[src/rtl/mem_port_arbiter.sv]
`default_nettype none
// ============================================================================
// Module   : mem_port_arbiter
// Brief    : Shares the unified-memory data port between the icache refill
//            path (I) and the CPU load/store path (D). D has fixed priority;
//            a starvation counter forces an I grant after STARVE_LIMIT D
//            grants while I is waiting. One transaction in flight, with a
//            response watchdog that completes a stuck read with 32'hDEADBEEF.
// Options  : define MEM_ARB_PERF_EN to add the perf_* grant/conflict counters.
// Revision : 1.0 - initial release
// ============================================================================
module mem_port_arbiter #(
    parameter int ADDR_WIDTH     = 32,
    parameter int DATA_WIDTH     = 32,
    parameter int STARVE_LIMIT   = 4,
    parameter int TIMEOUT_CYCLES = 255
) (
    input  logic                  clk,
    input  logic                  rst,
    // instruction-cache refill requester
    input  logic                  i_req,
    input  logic [ADDR_WIDTH-1:0] i_addr,
    output logic [DATA_WIDTH-1:0] i_rdata,
    output logic                  i_valid,
    // CPU load/store requester
    input  logic                  d_req,
    input  logic                  d_we,
    input  logic [ADDR_WIDTH-1:0] d_addr,
    input  logic [DATA_WIDTH-1:0] d_wdata,
    input  logic [3:0]            d_be,
    output logic [DATA_WIDTH-1:0] d_rdata,
    output logic                  d_valid,
    // unified memory port
    output logic                  m_req,
    output logic                  m_we,
    output logic [ADDR_WIDTH-1:0] m_addr,
    output logic [DATA_WIDTH-1:0] m_wdata,
    output logic [3:0]            m_be,
    input  logic [DATA_WIDTH-1:0] m_rdata,
    input  logic                  m_rvalid,
    // status
    output logic                  busy,
    output logic                  timeout_err
`ifdef MEM_ARB_PERF_EN
    ,
    output logic [31:0]           perf_i_grants,
    output logic [31:0]           perf_d_grants,
    output logic [31:0]           perf_conflicts
`endif
);

    typedef enum logic [1:0] {
        ST_IDLE  = 2'd0,
        ST_ISSUE = 2'd1,
        ST_WAIT  = 2'd2,
        ST_DONE  = 2'd3
    } state_t;

    localparam logic [3:0]            c_starve_limit = 4'(STARVE_LIMIT);
    // the watchdog expires on the TIMEOUT_CYCLES-th WAIT cycle without a response
    localparam logic [15:0]           c_wd_last      = 16'(TIMEOUT_CYCLES - 1);
    localparam logic [DATA_WIDTH-1:0] c_timeout_data = DATA_WIDTH'(32'hDEADBEEF);

    state_t      r_state;
    logic        r_owner_d;
    logic [3:0]  r_starve_cnt;
    logic [15:0] r_wd_cnt;

    logic        w_force_i;
    logic        w_grant_d;
    logic        w_grant_i;
    logic [3:0]  w_starve_nxt;

    // IDLE arbitration: starved I first, then D, then I
    always_comb begin
        w_force_i = (r_starve_cnt == c_starve_limit) && i_req;
        w_grant_d = !w_force_i && d_req;
        w_grant_i = w_force_i || (!d_req && i_req);
    end

    // Starvation counter update for the current IDLE cycle
    always_comb begin
        w_starve_nxt = r_starve_cnt;
        if (!i_req || w_grant_i) begin
            w_starve_nxt = 4'd0;
        end else if (w_grant_d && (r_starve_cnt != c_starve_limit)) begin
            w_starve_nxt = r_starve_cnt + 4'd1;
        end
    end

    // Transaction FSM with all outputs registered
    always_ff @(posedge clk or posedge rst) begin
        if (rst) begin
            r_state      <= ST_IDLE;
            r_owner_d    <= 1'b0;
            r_starve_cnt <= 4'd0;
            r_wd_cnt     <= 16'd0;
            busy         <= 1'b0;
            m_req        <= 1'b0;
            m_we         <= 1'b0;
            m_addr       <= '0;
            m_wdata      <= '0;
            m_be         <= 4'd0;
            i_rdata      <= '0;
            i_valid      <= 1'b0;
            d_rdata      <= '0;
            d_valid      <= 1'b0;
            timeout_err  <= 1'b0;
        end else begin
            case (r_state)
                ST_IDLE: begin
                    r_starve_cnt <= w_starve_nxt;
                    if (w_grant_d) begin
                        r_owner_d <= 1'b1;
                        m_we      <= d_we;
                        m_addr    <= d_addr;
                        m_wdata   <= d_wdata;
                        m_be      <= d_be;
                        m_req     <= 1'b1;
                        busy      <= 1'b1;
                        r_state   <= ST_ISSUE;
                    end else if (w_grant_i) begin
                        r_owner_d <= 1'b0;
                        m_we      <= 1'b0;
                        m_addr    <= i_addr;
                        m_wdata   <= '0;
                        m_be      <= 4'd0;
                        m_req     <= 1'b1;
                        busy      <= 1'b1;
                        r_state   <= ST_ISSUE;
                    end
                end
                ST_ISSUE: begin
                    m_req    <= 1'b0;
                    r_wd_cnt <= 16'd0;
                    r_state  <= ST_WAIT;
                end
                ST_WAIT: begin
                    // a response on the expiry cycle takes precedence over the watchdog
                    if (m_rvalid) begin
                        if (r_owner_d) begin
                            if (!m_we) begin
                                d_rdata <= m_rdata;
                            end
                            d_valid <= 1'b1;
                        end else begin
                            i_rdata <= m_rdata;
                            i_valid <= 1'b1;
                        end
                        r_state <= ST_DONE;
                    end else if (r_wd_cnt == c_wd_last) begin
                        if (r_owner_d) begin
                            if (!m_we) begin
                                d_rdata <= c_timeout_data;
                            end
                            d_valid <= 1'b1;
                        end else begin
                            i_rdata <= c_timeout_data;
                            i_valid <= 1'b1;
                        end
                        timeout_err <= 1'b1;
                        r_state     <= ST_DONE;
                    end else begin
                        r_wd_cnt <= r_wd_cnt + 16'd1;
                    end
                end
                ST_DONE: begin
                    i_valid <= 1'b0;
                    d_valid <= 1'b0;
                    busy    <= 1'b0;
                    r_state <= ST_IDLE;
                end
                default: begin
                    r_state <= ST_IDLE;
                end
            endcase
        end
    end

`ifdef MEM_ARB_PERF_EN
    // Grant and conflict counters, sampled on IDLE grant cycles
    always_ff @(posedge clk or posedge rst) begin
        if (rst) begin
            perf_i_grants  <= 32'd0;
            perf_d_grants  <= 32'd0;
            perf_conflicts <= 32'd0;
        end else if (r_state == ST_IDLE) begin
            if (w_grant_i) begin
                perf_i_grants <= perf_i_grants + 32'd1;
            end
            if (w_grant_d) begin
                perf_d_grants <= perf_d_grants + 32'd1;
            end
            if (i_req && d_req) begin
                perf_conflicts <= perf_conflicts + 32'd1;
            end
        end
    end
`endif

endmodule
`default_nettype wire
[config.mk]
export PLATFORM = sky130hd
export DESIGN_NAME = mem_port_arbiter
export DESIGN_NICKNAME = d
export VERILOG_FILES = /design/src/rtl/mem_port_arbiter.sv
export SDC_FILE = /design/constraint.sdc
export NUM_CORES = 1
export LEC_CHECK = 0
export CORE_ASPECT_RATIO = 0.6
export CORE_MARGIN = 8
export CORE_UTILIZATION = 35
export CTS_CLUSTER_DIAMETER = 150
export CTS_CLUSTER_SIZE = 20
export DETAILED_ROUTE_END_ITERATION = 10
export PLACE_DENSITY = 0.68
export SLEW_MARGIN = 5
export SYNTH_ARGS = -nofsm -noshare
export SYNTH_HDL_FRONTEND = slang
export SYNTH_SLANG_ARGS = --single-unit
[constraint.sdc]
create_clock -name clk -period 6.9 [get_ports clk]
set_input_delay 1.035 -clock clk [delete_from_list [all_inputs] [get_ports clk]]
set_output_delay 1.035 -clock clk [all_outputs]
set_load 0.005 [all_outputs]
Word-level counts from Yosys, hierarchy flattened
Index checks and enable logic that the tools add are counted.
{ "op_classes": {"n_addsub": 2, "n_eq_ne": 12, "muxes": 41, "bitwise_logic": 2, "n_reduce_logical": 27} }
{ "op_table": {"columns": ["cell", "count"], "rows": [
  ["32-bit two-way mux", 14],
  ["16-bit two-way mux", 2],
  ["16-bit one-hot mux with 2 select lines", 1],
  ["16-bit by 1-bit adder with 16-bit output, second input constant", 1],
  ["16-bit by 8-bit equality test with 1-bit output, second input constant", 1],
  ["4-bit two-way mux", 4],
  ["2-bit nonzero test", 7],
  ["2-bit AND reduction", 6],
  ["1-bit two-way mux", 11],
  ["3-bit AND reduction", 3],
  ["2-bit two-way mux", 4],
  ["2-bit inequality test, second input constant", 4],
  ["1-bit one-hot mux with 2 select lines", 4],
  ["2-bit one-hot mux with 4 select lines", 1],
  ["3-bit inequality test, second input constant", 2],
  ["5-bit AND reduction", 1],
  ["4-bit by 1-bit adder with 4-bit output, second input constant", 1],
  ["2-bit equality test, second input constant", 2],
  ["4-bit by 3-bit equality test with 1-bit output, second input constant", 1],
  ["1-bit logical AND", 4],
  ["4-bit by 3-bit inequality test with 1-bit output, second input constant", 1],
  ["1-bit zero test", 3],
  ["2-bit by 1-bit equality test with 1-bit output, second input constant", 1],
  ["2-bit zero test", 1],
  ["other kinds (2)", 4]
]} }
{ "totals": {"regBits": 161, "inputBits": 138, "elab_cells": 99} }

Logic depth before layout (Yosys ltp)
{ "logic_depth": {"word_depth": 7, "depth_mapped": 8, "ltp_nobuf": 6} }

Worst setup path after synthesis
OpenSTA, ideal clock, no wires.
{ "synth_path": {"path_kind": "input to register", "start": "input i_req", "end": "register m_wdata[10]", "setup_time_ns": 0.066, "arrival_ns": 2.302, "t_required_ns": 6.834, "slack_ns": 4.532, "path_stages": 7, "path_buffers": 3, "cell_sequence": "clkbuf_1 -> nand4b_1 -> nand2_1 -> nor2_1 -> clkbuf_1 -> buf_1 -> a22o_1"} }
{ "synth_via": {"elab_chain_cells": 5, "word_cells_on_any_way": 8} }
{ "synth_lines": {"columns": ["element", "line_no", "text"], "rows": [
  ["start: declaration", "21", "input logic i_req,"],
  ["1-bit logical AND", "76", "w_force_i = (r_starve_cnt == c_starve_limit) && i_req;"],
  ["1-bit zero test", "77", "w_grant_d = !w_force_i && d_req;"],
  ["1-bit logical AND", "77", null],
  ["2-bit nonzero test (no source line)", null, null],
  ["2-bit AND reduction (no source line)", null, null],
  ["end signal: assignment", "117", "m_wdata <= d_wdata;"],
  ["end: declaration", "37", "output logic [DATA_WIDTH-1:0] m_wdata,"]
]} }
Parallel ways exist; a longest one is shown, timed or not.
A chain may end at the register's enable or synchronous reset.

Worst setup path after layout
{ "layout_path": {"start": "input i_req", "end": "register m_wdata[24]"} }
The elaborated chain is that of the path after synthesis.

==> flow_metrics.tcl <==
set metrics [dict create \
    yosys_warnings 0 \
    cts_sinks 161 \
    fill_cells 1624 \
    fin_ws_ns 3.83 \
    cts_setup_buffers 0 \
    cts-buffers-inserted 17 \
    htree_num_levels 4 \
    crit_fanout 38 \
    post_cts_resized 0 \
    wire_per_inst_um 19.1 \
    pwr-share-comb_pct 41.1 \
    period_share_pct 44.4 \
    netlist_instances 569 \
    power_frac_clock_pct 21.5 \
    p_seq_share_pct 37.5 \
    dpl_cell_area_um2 9600 \
    slew_violations 0 \
    synth_area_um2 6610 \
    fmax_ghz 0.326 \
    rsz0062_at_grt "no" \
    ctsHoldBuffers 0 \
    pin_count 276 \
    slew_headroom_pct 22.0 \
    grt_pass1_wl_um 33200 \
    coreArea_um2 18800 \
    multi_input_area_um2 2410 \
    drv_cap 0 \
    first_pass_iters 5 \
    start_util_pct 35.2 \
    hp-class "flip-flop to flip-flop" \
    grt_usage_pct 17.7 \
    wl_um 20900 \
    synthArstFlopShare_pct 100 \
    synth_flop_cell "dfrtp_1" \
    start_kind "input pin" \
    cts_root_buffer "clkbuf_16" \
    drt_iter0_markers 306 \
    finalSetupViolations 0 \
    internal_power_mw 2.95 \
    crit_end "m_wdata[24]" \
    syn_nets 716 \
    num-nets-final 980 \
    outcome "complete, no violations" \
    cp-end-kind "flip-flop" \
    p_sw_mw 1.39 \
    dieArea_um2 23700 \
    synth_area_per_cell_um2 11.6 \
    fin_crit_ns 3.07 \
    worst_pin_slew_ns 1.17 \
    rows 39 \
    cp_data_required_time_ns 7.21 \
    criticalPathCategory "input pin to flip-flop" \
    p_per_area_nw_per_um2 427 \
    mostFrequentLayoutCells "clkdlybuf4s50_1, dfrtp_1, nand2_1, a22o_1, o22a_1" \
    seq_area_um2 4030 \
    yosysSeqAreaShare_pct 61.0 \
    place_congestion 0.808 \
    tns_ns 0 \
    clk_path_buf_depth 2 \
    fin_area_um2 10200 \
    grt-ovfl-total 0 \
    clk_latency_ns 0.43 \
    die_w_um 193 \
    cts.clk_slew.worst_paths_ns 0.07 \
    antenna_left 0 \
    wl_met3_um 2100 \
    finalHoldViolCount 0 \
    layout_commonest_cell "clkdlybuf4s50_1" \
    fin_skew_ns 0.0122 \
    grt_pass1_vias 5746 \
    area_growth_pct 54.0 \
    grt_max_degree 118 \
    m1WireLength_um 9860 \
    antenna_found_initial 0 \
    reg2regPathDepth 5 \
    vias 5502 \
    reg2reg_slack_ns 4.36 \
    worstReg2RegEnd "i_rdata[28]" \
    r2r-start "r_state[0]" \
    dp_slack_ns 3.36 \
    fp.dieH_um 122 \
    diodes 0 \
    cp.arrival_ns 3.38 \
    hpwlAfterDp_um 14800 \
    portBuffers 275 \
    startpoint "i_req" \
    whs_ns 0.489 \
    leakage_nw 4.34 \
    via_per_inst 5.04 \
    drive_above_1_share_pct 6.62 \
    route.detailed.drc 0 \
    yosys_register_bits 161 \
    synth_cell_types 46 \
    cts_tree "done" \
    met2_length_um 8720 \
    ir_drop_mv 0.186 \
    synth_edf_count 0 \
    sw_frac_of_total_pct 32.1 \
    routed.top_layer "met4" \
]
synth_stat cells, types with 8 or more instances:
cell,instances,share of area (%)
ha_1,9,1.7
a21oi_1,8,0.61
mux2i_1,10,1.5
nand2_1,81,4.6
o22a_1,48,6.4
a22o_1,53,7.0
inv_1,11,0.62
nand3_1,8,0.61
dfrtp_1,161,61
nor2_1,40,2.3
clkbuf_1,26,1.5
nand4_1,12,1.1
a31oi_1,35,3.3
per-stage QoR:
stage | utilization, % | total power, mW | std cells
floorplan | - | 2.31 | 569
global placement | 51.1 | 3.42 | 1060
detailed placement | 51.1 | 3.45 | 1060
CTS | 54.2 | 4.40 | 1092
global route | 54.2 | 4.63 | 1092
finish | 54.2 | 4.34 | 1092
worst min-delay path by stage:
stage                start          end  slack (ns)  cells after the start
3_5_place_dp   d_rdata[16]  d_rdata[16]        0.48                      1
5_1_grt        i_rdata[16]  i_rdata[16]        0.50                      1
6_report       i_rdata[10]  i_rdata[10]        0.49                      1
4_1_cts        i_rdata[10]  i_rdata[10]        0.49                      1
2_1_floorplan  timeout_err  timeout_err        0.47                      1
3_3_place_gp   i_rdata[31]  i_rdata[31]        0.47                      1
registers in the layout, summed over array words and instances (netlist names):
name and flops:
i_valid 1, r_state 2, busy 1, m_we 1, i_rdata 32, r_starve_cnt 4, r_owner_d 1, r_wd_cnt 16
d_rdata 32, m_req 1, timeout_err 1, m_be 4, m_wdata 32, d_valid 1, m_addr 32
final cells by class:
| cell class | count | share of cell area (%) |
|---|---|---|
| well taps | 246 | 3.02 |
| clock inverters | 15 | 1.56 |
| clock buffers | 17 | 4.18 |
| flip-flops and latches | 161 | 39.6 |
| multi-input cells | 360 | 23.7 |
| repair buffers | 282 | 27.6 |
| inverters | 11 | 0.455 |
logic make-up (layout without fill, tap and decap cells):
| kind of cell | count (synthesis) | count (layout) | share of synthesized area, % |
|---|---|---|---|
| simple gates | 174 | 174 | 12.6 |
| mux | 11 | 11 | 1.68 |
| flops | 161 | 161 | 61.0 |
| compound gates | 166 | 166 | 20.3 |
| buf+inv | 48 | 325 | 2.82 |
| fa+ha+maj | 9 | 9 | 1.70 |
worst max-delay path: stages:
cell	delay, ns
clkdlybuf4s50_1	0.66
nand4b_1	0.18
nand2_1	0.88
nor2_2	0.02
buf_4	0.30
a22o_1	0.28
power by group through the flow:
stage	logic, mW	registers (mW)	clock network (mW)
3_3_place_gp	1.79	1.63	0
3_5_place_dp	1.82	1.63	0
5_1_grt	1.95	1.69	0.997
6_report	1.78	1.63	0.933
4_1_cts	1.82	1.63	0.957
2_1_floorplan	0.674	1.64	0
layer usage:
layer / GRT usage [%] / up-vias
li1: - / 2624
met1: 23.6 / 2646
met2: 25.4 / 214
met3: 8.82 / 18
met4: 4.12 / 0
met5: 0 / -
Power figures use the tool's default switching activity.
